File: src/rtl/mips_mem_pkg.sv
// Shared definitions for the MIPS memory-access stage: load/store codes,
// access FSM states and store lane-formatting helpers.
package mips_mem_pkg;

    localparam int unsigned DATA_W = 32;
    localparam int unsigned REG_W  = 5;
    localparam int unsigned LT_W   = 4;
    localparam int unsigned ST_W   = 3;
    localparam int unsigned BE_W   = 4;

    localparam logic [LT_W-1:0] LT_LW  = LT_W'(0);
    localparam logic [LT_W-1:0] LT_LH  = LT_W'(1);
    localparam logic [LT_W-1:0] LT_LHU = LT_W'(2);
    localparam logic [LT_W-1:0] LT_LB  = LT_W'(3);
    localparam logic [LT_W-1:0] LT_LBU = LT_W'(4);

    localparam logic [ST_W-1:0] SV_SW = ST_W'(0);
    localparam logic [ST_W-1:0] SV_SH = ST_W'(1);
    localparam logic [ST_W-1:0] SV_SB = ST_W'(2);

    typedef enum logic [1:0] {
        S_IDLE = 2'd0,
        S_REQ  = 2'd1,
        S_DONE = 2'd2
    } mem_state_e;

    // Byte enables for a store; unknown codes behave as SW.
    function automatic logic [BE_W-1:0] store_be(input logic [ST_W-1:0] st,
                                                 input logic [1:0]      off);
        case (st)
            SV_SH:   store_be = off[1] ? 4'b1100 : 4'b0011;
            SV_SB:   store_be = 4'b0001 << off;
            default: store_be = 4'b1111;
        endcase
    endfunction

    // Store data replicated across all lanes so any enabled lane carries it.
    function automatic logic [DATA_W-1:0] store_data(input logic [ST_W-1:0]   st,
                                                     input logic [DATA_W-1:0] wd);
        case (st)
            SV_SH:   store_data = {2{wd[15:0]}};
            SV_SB:   store_data = {4{wd[7:0]}};
            default: store_data = wd;
        endcase
    endfunction

endpackage

File: src/rtl/mem_load_align.sv
// Load formatter: picks the addressed byte/halfword lane of a read word and
// sign- or zero-extends it.
//   rdata_i     : 32-bit word returned by data memory
//   offset_i    : address bits [1:0]
//   load_type_i : load encoding (unknown codes behave as LW)
//   result_o    : formatted 32-bit load value (combinational)
module mem_load_align
    import mips_mem_pkg::*;
(
    input  logic [DATA_W-1:0] rdata_i,
    input  logic [1:0]        offset_i,
    input  logic [LT_W-1:0]   load_type_i,
    output logic [DATA_W-1:0] result_o
);

    logic [7:0]  byte_c;
    logic [15:0] half_c;

    always_comb begin
        case (offset_i)
            2'd0:    byte_c = rdata_i[7:0];
            2'd1:    byte_c = rdata_i[15:8];
            2'd2:    byte_c = rdata_i[23:16];
            default: byte_c = rdata_i[31:24];
        endcase
        half_c = offset_i[1] ? rdata_i[31:16] : rdata_i[15:0];

        case (load_type_i)
            LT_LH:   result_o = {{16{half_c[15]}}, half_c};
            LT_LHU:  result_o = {16'h0000, half_c};
            LT_LB:   result_o = {{24{byte_c[7]}}, byte_c};
            LT_LBU:  result_o = {24'h000000, byte_c};
            default: result_o = rdata_i;
        endcase
    end

endmodule

File: src/rtl/mem_stage.sv
// MIPS MEM stage: issues data-memory requests for EX/MEM loads/stores,
// stalls the pipeline while an access is outstanding, formats load data and
// holds the MEM/WB register.
// Optional feature macro: MEM_ALIGN_CHECK_EN (misaligned accesses are
// suppressed and flagged on mem_misalign).
// Ports:
//   clk, rst           : clock, asynchronous active-high reset
//   EX_MEM_*           : registered EX/MEM controls, address and store data
//   dmem_*             : request/acknowledge data-memory port (outputs registered)
//   mem_stall          : combinational stall to upstream stages
//   mem_misalign       : registered misaligned-access pulse
//   MEM_WB_*           : MEM/WB pipeline register toward write-back
module mem_stage
    import mips_mem_pkg::*;
(
    input  logic              clk,
    input  logic              rst,
    input  logic              EX_MEM_RegWrite,
    input  logic              EX_MEM_MemRead,
    input  logic              EX_MEM_MemWrite,
    input  logic              EX_MEM_MemtoReg,
    input  logic [REG_W-1:0]  EX_MEM_RegWriteA,
    input  logic [DATA_W-1:0] EX_MEM_ALUResult,
    input  logic [DATA_W-1:0] EX_MEM_WriteData,
    input  logic [LT_W-1:0]   EX_MEM_LoadType,
    input  logic [ST_W-1:0]   EX_MEM_SaveType,
    output logic              dmem_req,
    output logic              dmem_we,
    output logic [DATA_W-1:0] dmem_addr,
    output logic [BE_W-1:0]   dmem_be,
    output logic [DATA_W-1:0] dmem_wdata,
    input  logic [DATA_W-1:0] dmem_rdata,
    input  logic              dmem_ack,
    output logic              mem_stall,
    output logic              mem_misalign,
    output logic              MEM_WB_RegWrite,
    output logic [REG_W-1:0]  MEM_WB_RegWriteA,
    output logic [DATA_W-1:0] MEM_WB_Result
);

    mem_state_e        state_q, state_d;
    logic              req_q, req_d, we_q, we_d;
    logic [BE_W-1:0]   be_q, be_d;
    logic [DATA_W-1:0] addr_q, addr_d, wdata_q, wdata_d;
    logic [DATA_W-1:0] load_q, load_d, load_fmt;
    logic              wb_rw_q, wb_rw_d;
    logic [REG_W-1:0]  wb_ra_q, wb_ra_d;
    logic [DATA_W-1:0] wb_res_q, wb_res_d;
    logic              misalign_q, misalign_d;
    logic              mem_op, misalign_c, stall_c;

    // Read and write together resolve to a write.
    assign mem_op = EX_MEM_MemRead | EX_MEM_MemWrite;

    mem_load_align u_load_align (
        .rdata_i     (dmem_rdata),
        .offset_i    (EX_MEM_ALUResult[1:0]),
        .load_type_i (EX_MEM_LoadType),
        .result_o    (load_fmt)
    );

`ifdef MEM_ALIGN_CHECK_EN
    // Byte accesses and SW are never flagged; LW needs word alignment,
    // halfwords need an even address.
    always_comb begin
        misalign_c = 1'b0;
        if (EX_MEM_MemWrite) begin
            misalign_c = (EX_MEM_SaveType == SV_SH) && EX_MEM_ALUResult[0];
        end else if (EX_MEM_MemRead) begin
            case (EX_MEM_LoadType)
                LT_LH, LT_LHU: misalign_c = EX_MEM_ALUResult[0];
                LT_LB, LT_LBU: misalign_c = 1'b0;
                default:       misalign_c = |EX_MEM_ALUResult[1:0];
            endcase
        end
    end
`else
    assign misalign_c = 1'b0;
`endif

    // Access FSM next-state, request formatting and MEM/WB next values.
    always_comb begin
        state_d    = state_q;
        req_d      = req_q;
        we_d       = we_q;
        be_d       = be_q;
        addr_d     = addr_q;
        wdata_d    = wdata_q;
        load_d     = load_q;
        misalign_d = 1'b0;
        stall_c    = 1'b0;

        case (state_q)
            S_IDLE: begin
                if (mem_op && !misalign_c) begin
                    stall_c = 1'b1;
                    state_d = S_REQ;
                    req_d   = 1'b1;
                    we_d    = EX_MEM_MemWrite;
                    addr_d  = {EX_MEM_ALUResult[DATA_W-1:2], 2'b00};
                    be_d    = EX_MEM_MemWrite ? store_be(EX_MEM_SaveType, EX_MEM_ALUResult[1:0])
                                              : 4'b1111;
                    wdata_d = EX_MEM_MemWrite ? store_data(EX_MEM_SaveType, EX_MEM_WriteData)
                                              : '0;
                end else if (mem_op) begin
                    misalign_d = 1'b1;
                end
            end
            S_REQ: begin
                stall_c = 1'b1;
                if (dmem_ack) begin
                    req_d   = 1'b0;
                    we_d    = 1'b0;
                    be_d    = '0;
                    load_d  = load_fmt;
                    state_d = S_DONE;
                end
            end
            S_DONE:  state_d = S_IDLE;
            default: state_d = S_IDLE;
        endcase

        // A stalled cycle injects a bubble into MEM/WB.
        if (stall_c) begin
            wb_rw_d  = 1'b0;
            wb_ra_d  = wb_ra_q;
            wb_res_d = wb_res_q;
        end else begin
            wb_rw_d  = EX_MEM_RegWrite && !misalign_d;
            wb_ra_d  = EX_MEM_RegWriteA;
            wb_res_d = EX_MEM_MemtoReg ? load_q : EX_MEM_ALUResult;
        end
    end

    // FSM state register.
    always_ff @(posedge clk or posedge rst) begin
        if (rst) state_q <= S_IDLE;
        else     state_q <= state_d;
    end

    // Memory port, captured load data and MEM/WB registers.
    always_ff @(posedge clk or posedge rst) begin
        if (rst) begin
            req_q      <= 1'b0;
            we_q       <= 1'b0;
            be_q       <= '0;
            addr_q     <= '0;
            wdata_q    <= '0;
            load_q     <= '0;
            misalign_q <= 1'b0;
            wb_rw_q    <= 1'b0;
            wb_ra_q    <= '0;
            wb_res_q   <= '0;
        end else begin
            req_q      <= req_d;
            we_q       <= we_d;
            be_q       <= be_d;
            addr_q     <= addr_d;
            wdata_q    <= wdata_d;
            load_q     <= load_d;
            misalign_q <= misalign_d;
            wb_rw_q    <= wb_rw_d;
            wb_ra_q    <= wb_ra_d;
            wb_res_q   <= wb_res_d;
        end
    end

    assign dmem_req         = req_q;
    assign dmem_we          = we_q;
    assign dmem_be          = be_q;
    assign dmem_addr        = addr_q;
    assign dmem_wdata       = wdata_q;
    assign mem_stall        = stall_c;
    assign mem_misalign     = misalign_q;
    assign MEM_WB_RegWrite  = wb_rw_q;
    assign MEM_WB_RegWriteA = wb_ra_q;
    assign MEM_WB_Result    = wb_res_q;

endmodule

File: config.mk
export PLATFORM = sky130hd
export DESIGN_NAME = mem_stage
export DESIGN_NICKNAME = d
export VERILOG_FILES = /design/src/rtl/mips_mem_pkg.sv /design/src/rtl/mem_load_align.sv /design/src/rtl/mem_stage.sv
export SDC_FILE = /design/constraint.sdc
export NUM_CORES = 1
export LEC_CHECK = 0
export BUFFER_PORTS_ARGS = -buffer_cell sky130_fd_sc_hd__buf_4
export CAP_MARGIN = 5
export CORE_MARGIN = 4
export CORE_UTILIZATION = 43
export DETAILED_ROUTE_END_ITERATION = 6
export GPL_TIMING_DRIVEN = 1
export PLACE_DENSITY = 0.7
export SETUP_SLACK_MARGIN = 0.2
export SYNTH_ARGS = -nofsm -noshare
export SYNTH_HDL_FRONTEND = slang
export SYNTH_SLANG_ARGS = --single-unit
export TNS_END_PERCENT = 100
File: constraint.sdc
create_clock -name clk -period 6.7 [get_ports clk]
set_input_delay 0.335 -clock clk [delete_from_list [all_inputs] [get_ports clk]]
set_output_delay 0.335 -clock clk [all_outputs]
set_load 0.01 [all_outputs]
* After elaboration in Yosys (flattened, before gate mapping)
Cells that the tools add are included.
** Storage, ports and cells
- Memory bits (writable) :: 0
- Bits in latches :: 0
- Logic and storage cells :: 53
- Flip-flop bits (word level) :: 140
- Memory bits (read-only) :: 0
- Bits of input ports :: 115
- Output and inout bits :: 110
- Memories kept :: 0
** Cells by class
- Eq/ne operators :: 11
- Shift operators :: 1
- Multiplexer cells :: 23
- $lt $le $gt $ge :: 0
- Reductions and logical operators :: 7
- Multiply operators :: 0
- Bitwise operators :: 1
- Add/sub/neg operators :: 0
- Div/mod/pow operators :: 0
** Operator list (number)
- $pmux 32 s4 :: 1
- $mux 32 :: 2
- $pmux 32 s2 :: 1
- $pmux 8 s3 :: 1
- $mux 16 :: 1
- $mux 4 :: 4
- $pmux 4 s2 :: 2
- $eq 4x2->1 const B :: 2
- $pmux 1 s2 :: 3
- $reduce_and 2->1 :: 3
- $mux 1 :: 5
- $eq 2x1->1 const B :: 2
- $eq 4x1->1 const B :: 1
- $eq 4x3->1 const B :: 1
- $logic_not 2->1 :: 2
- $mux 2 :: 2
- $ne 2x2->1 const B :: 2
- $pmux 2 s2 :: 1
- $shl 1x2->4 const A :: 1
- $eq 3x1->1 const B :: 1
- $eq 3x2->1 const B :: 1
- $reduce_and 3->1 :: 1
- $eq 2x2->1 const B :: 1
- $reduce_bool 2->1 :: 1
- $or 1x1->1 :: 1

* Longest topological paths before layout
- Word-level depth :: 5
- Mapped depth :: 6
- Mapped depth without buffers :: 5

* Modules after synthesis
A second synthesis with hierarchy kept.
** Second synthesis, totals
- Cells, all modules :: 652
- Area total of the unflattened synthesis :: 6900.4 µm²
** Modules (own cells, without submodules)
- mem_stage :: instances 1, cells an instance 551, area an instance 5918.2 µm²
- mem_load_align :: instances 1, cells an instance 101, area an instance 982.2 µm²

* Worst setup path after synthesis
OpenSTA, ideal clock, no wires.
- Kind :: input-to-reg
- Start point :: in EX_MEM_MemtoReg
- End point :: reg wb_res_q[10] (netlist: MEM_WB_Result[10])
- Setup slack :: 5.084 ns
- Library setup time :: 0.125 ns
- Arrival time :: 1.491 ns
- Buffers on the path :: 2
- Required time :: 6.575 ns
- Stages :: 4
- Path through :: clkbuf_1 clkbuf_1 mux2_2 mux2_2
** On the way
- Longest elaborated chain between the ends :: 1
** Ends and longest elaborated chain
- start, declared :: line mem_stage.sv:21 : input logic EX_MEM_MemtoReg,
- $mux 32 :: line mem_stage.sv:131 : wb_res_d = EX_MEM_MemtoReg ? load_q : EX_MEM_ALUResult;
- end signal, assigned :: line mem_stage.sv:164 : wb_res_q <= wb_res_d;
- end, declared :: line mem_stage.sv:48 : logic [DATA_W-1:0] wb_res_q, wb_res_d;
Every way passes these cells.
A chain may end at the register's enable or synchronous reset.

* Final worst setup path
- Start point :: reg state_q[0]
- End point :: reg be_q[0] (netlist: dmem_be[0])
** On the way
- Longest elaborated chain between the ends :: 3
- Elaborated cells on any way between the ends :: 7
** Ends and longest elaborated chain
- start, declared :: line mem_stage.sv:41 : mem_state_e state_q, state_d;
- start signal, assigned :: line mem_stage.sv:138 : else state_q <= state_d;
- $eq 2x1->1 / $logic_not 2->1 (equally long branches) :: line mem_stage.sv:93 : case (state_q)
- $ne 2x2->1 (no source line) / $reduce_bool 2->1 (equally long branches)
- $reduce_and 3->1 (no source line)
- end signal, assigned :: line mem_stage.sv:146 : be_q <= '0;
- end signal, assigned :: line mem_stage.sv:157 : be_q <= be_d;
- end, declared :: line mem_stage.sv:43 : logic [BE_W-1:0] be_q, be_d;
Several ways; a longest one is shown, not always the timed one.

==> impl_metrics.env <==
export IMPL_status="finished, final reports clean"
export IMPL_areaGrowthSynthToFinish_pct=35.7
export IMPL_fillers=1274
export IMPL_final_cell_mix="225 x buf_4, 150 x nand2_1, 140 x dfrtp_1, 77 x mux2_2, 59 x nor2_1"
export IMPL_drv_slew=0
export IMPL_final_util=0.603
export IMPL_h_tree_depth=4
export IMPL_io_pin_count=225
export IMPL_place_ws_ns=3.72
export IMPL_setup_slack_ns=3.65
export IMPL_ys_warn_count=0
export IMPL_cts_setup_buffers=0
export IMPL_die_y_um=131
export IMPL_max_freq_ghz=0.328
export IMPL_fin_nets=940
export IMPL_avgSynthCellArea_um2=10.5
export IMPL_cts_resized=0
export IMPL_holdCritPathClass="primary input to asynchronous set/reset pin"
export IMPL_vias=5441
export IMPL_core_area_mm2=0.0147
export IMPL_whs_ns=0.0546
export IMPL_fp_row_count=44
export IMPL_vdd_drop_max_mv=0.212
export IMPL_path_buf_inv=1
export IMPL_yosysSeqAreaShare=0.537
export IMPL_path_cells="nor2b_1, nand2_1, clkinv_1, nor2_1, a22o_1"
export IMPL_synth_cell_types=40
export IMPL_firstDrtPassIters=5
export IMPL_initial_core_util=0.444
export IMPL_final_antenna_net_count=0
export IMPL_syn_area_mm2=0.00653
export IMPL_grt_max_degree=76
export IMPL_cts_path_max_buffers=2
export IMPL_cp_slowest_cell="clkinv_1"
export IMPL_grtUsageTotal=0.225
export IMPL_tns_ns=0
export IMPL_postCtsHoldBufs=0
export IMPL_gr_total_overflow=0
export IMPL_fp_dieW_um=131
export IMPL_cts_clk_slew_worst_paths_ns=0.06
export IMPL_relSlewSlack=0.239
export IMPL_r2r_setup_slack_ns=3.65
export IMPL_num_antenna_cells=0
export IMPL_die_area_mm2=0.0172
export IMPL_worstPathMaxFanout=34
export IMPL_hold_viol=0
export IMPL_place_area_mm2=0.00827
export IMPL_clock_sinks=140
export IMPL_worst_pin_slew_ns=1.14
export IMPL_cts_tree="built"
export IMPL_design_area_mm2=0.00886
export IMPL_drive_above_1_share=0.415
export IMPL_cp_arrival_ns=3.40
export IMPL_finalCritPeriodShare=0.455
export IMPL_drc=0
export IMPL_min_period_ns=3.05
export IMPL_drt_iter0_drc=301
export IMPL_via_per_inst=5.32
export IMPL_antenna_found_initial=0
export IMPL_critPathLaunch="state_q[0]"
export IMPL_hpwl_um=14100
export IMPL_synthCells=622
export IMPL_critPathMaxStageDelay_ns=1.06
export IMPL_cts_buffers_inserted=17
export IMPL_cp_required_ns=7.05
export IMPL_rsz0062_at_grt="no"
export IMPL_end_kind="register"
export IMPL_p_per_area_mw_per_mm2=462
export IMPL_worstSkewPairLatency_ns=0.41
export IMPL_setup_viol=0
export IMPL_place_congestion=0.897
export IMPL_fin_skew_ns=0.00440
export IMPL_p_leak_nw=4.22
export IMPL_start_kind="register"
export IMPL_grt_first_pass_wirelength_um=31200
export IMPL_wire_per_inst_um=19.0
export IMPL_critPathKind="register to register"
export IMPL_grt_pass1_vias=5593
export IMPL_path_delay_family="simple AND/OR/NAND/NOR gates"
export IMPL_io_buffers=221
export IMPL_cap_violations=0
export IMPL_clock_root_buffer="clkbuf_16"
export IMPL_drt_total_wl_um=19400
export IMPL_reg2reg_from="state_q[0]"
export IMPL_final_common_cell="buf_4"
export IMPL_yosys_register_bits=140
-- where the power goes --
| part | switching (mW) | internal, mW | leakage, nW |
|---|---|---|---|
| clock | 0.341 | 0.595 | 0.297 |
| sequential | 0.251 | 1.27 | 1.66 |
| combinational | 0.808 | 0.832 | 2.26 |
| total | 1.40 | 2.69 | 4.22 |
-- Yosys cell counts (all sizes together) --
cell type,count,area (um^2)
a31oi,1,21.3
and3b,1,8.76
mux2,79,897
nor3,1,5.00
dfrtp,140,3500
mux4,7,158
nand2,150,563
or3b,1,8.76
nand4,1,6.26
a21oi,33,180
maj3,1,10.0
and2,2,12.5
inv,4,15.0
o22a,8,70.1
nor2,60,225
o211ai,1,7.51
a22o,10,87.6
nand3,1,5.00
clkinv,1,3.75
a221oi,16,140
o21ai,39,195
nand2b,3,18.8
nor2b,2,12.5
clkbuf,20,75.1
o21a,1,7.51
xnor2,1,8.76
a311oi,1,26.3
nand3b,2,15.0
buf,23,136
conb,1,3.75
mux2i,8,80.1
a21o,2,15.0
or3,1,6.26
-- path summary, 6_finish.rpt --
kind	end	cells past startpoint
max	dmem_be[0]	5
min	MEM_WB_Result[3]	2
max reg2reg	dmem_be[0]	5
min reg2reg	dmem_addr[8]	2
max in group asynchronous	MEM_WB_Result[4]	3
min in group clk	state_q[0]	2
-- flip-flops by register name (all words and copies together), names as in the netlist --
| register | count |
|---|---|
| state_q | 2 |
| load_q | 32 |
| MEM_WB_RegWrite | 1 |
| dmem_be | 4 |
| dmem_wdata | 32 |
| dmem_we | 1 |
| dmem_req | 1 |
| MEM_WB_Result | 32 |
| MEM_WB_RegWriteA | 5 |
| dmem_addr | 30 |
-- area by class of cell --
cell class	count	area, um^2	area share
multi-input cells	436	2820	0.319
repair buffers	225	1690	0.191
inverters	5	23.8	0.00268
well taps	184	230	0.0260
clock buffers	25	505	0.0571
flip-flops and latches	140	3500	0.395
clock inverters	7	85.1	0.00960
-- logic make-up after synthesis --
| family | count (synthesis) | share of synthesized area |
|---|---|---|
| xor+xnor | 1 | 0.00134 |
| simple gates | 225 | 0.136 |
| other cells | 1 | 0.000574 |
| compound gates | 112 | 0.115 |
| fa+ha+maj | 1 | 0.00153 |
| flops | 140 | 0.537 |
| buf+inv | 48 | 0.0353 |
| mux | 94 | 0.174 |
-- per-layer routing --
| layer | routed length (um) | share of wire | GRT usage |
|---|---|---|---|
| met1 | 8310 | 0.43 | 0.291 |
| met2 | 9500 | 0.49 | 0.374 |
| met3 | 1180 | 0.061 | 0.0543 |
| met4 | 414 | 0.021 | 0.0788 |
| met5 | 0 | 0 | 0 |
-- through the flow --
| stage | std cells | power, mW |
|---|---|---|
| final | 1022 | 4.09 |
| after global routing | 1022 | 4.35 |
| after CTS | 1022 | 4.14 |
| after detailed placement | 990 | 3.19 |
| after global placement | 990 | 3.12 |
| after floorplan | 624 | 2.37 |
No activity file was read; power rests on OpenSTA's default activity.
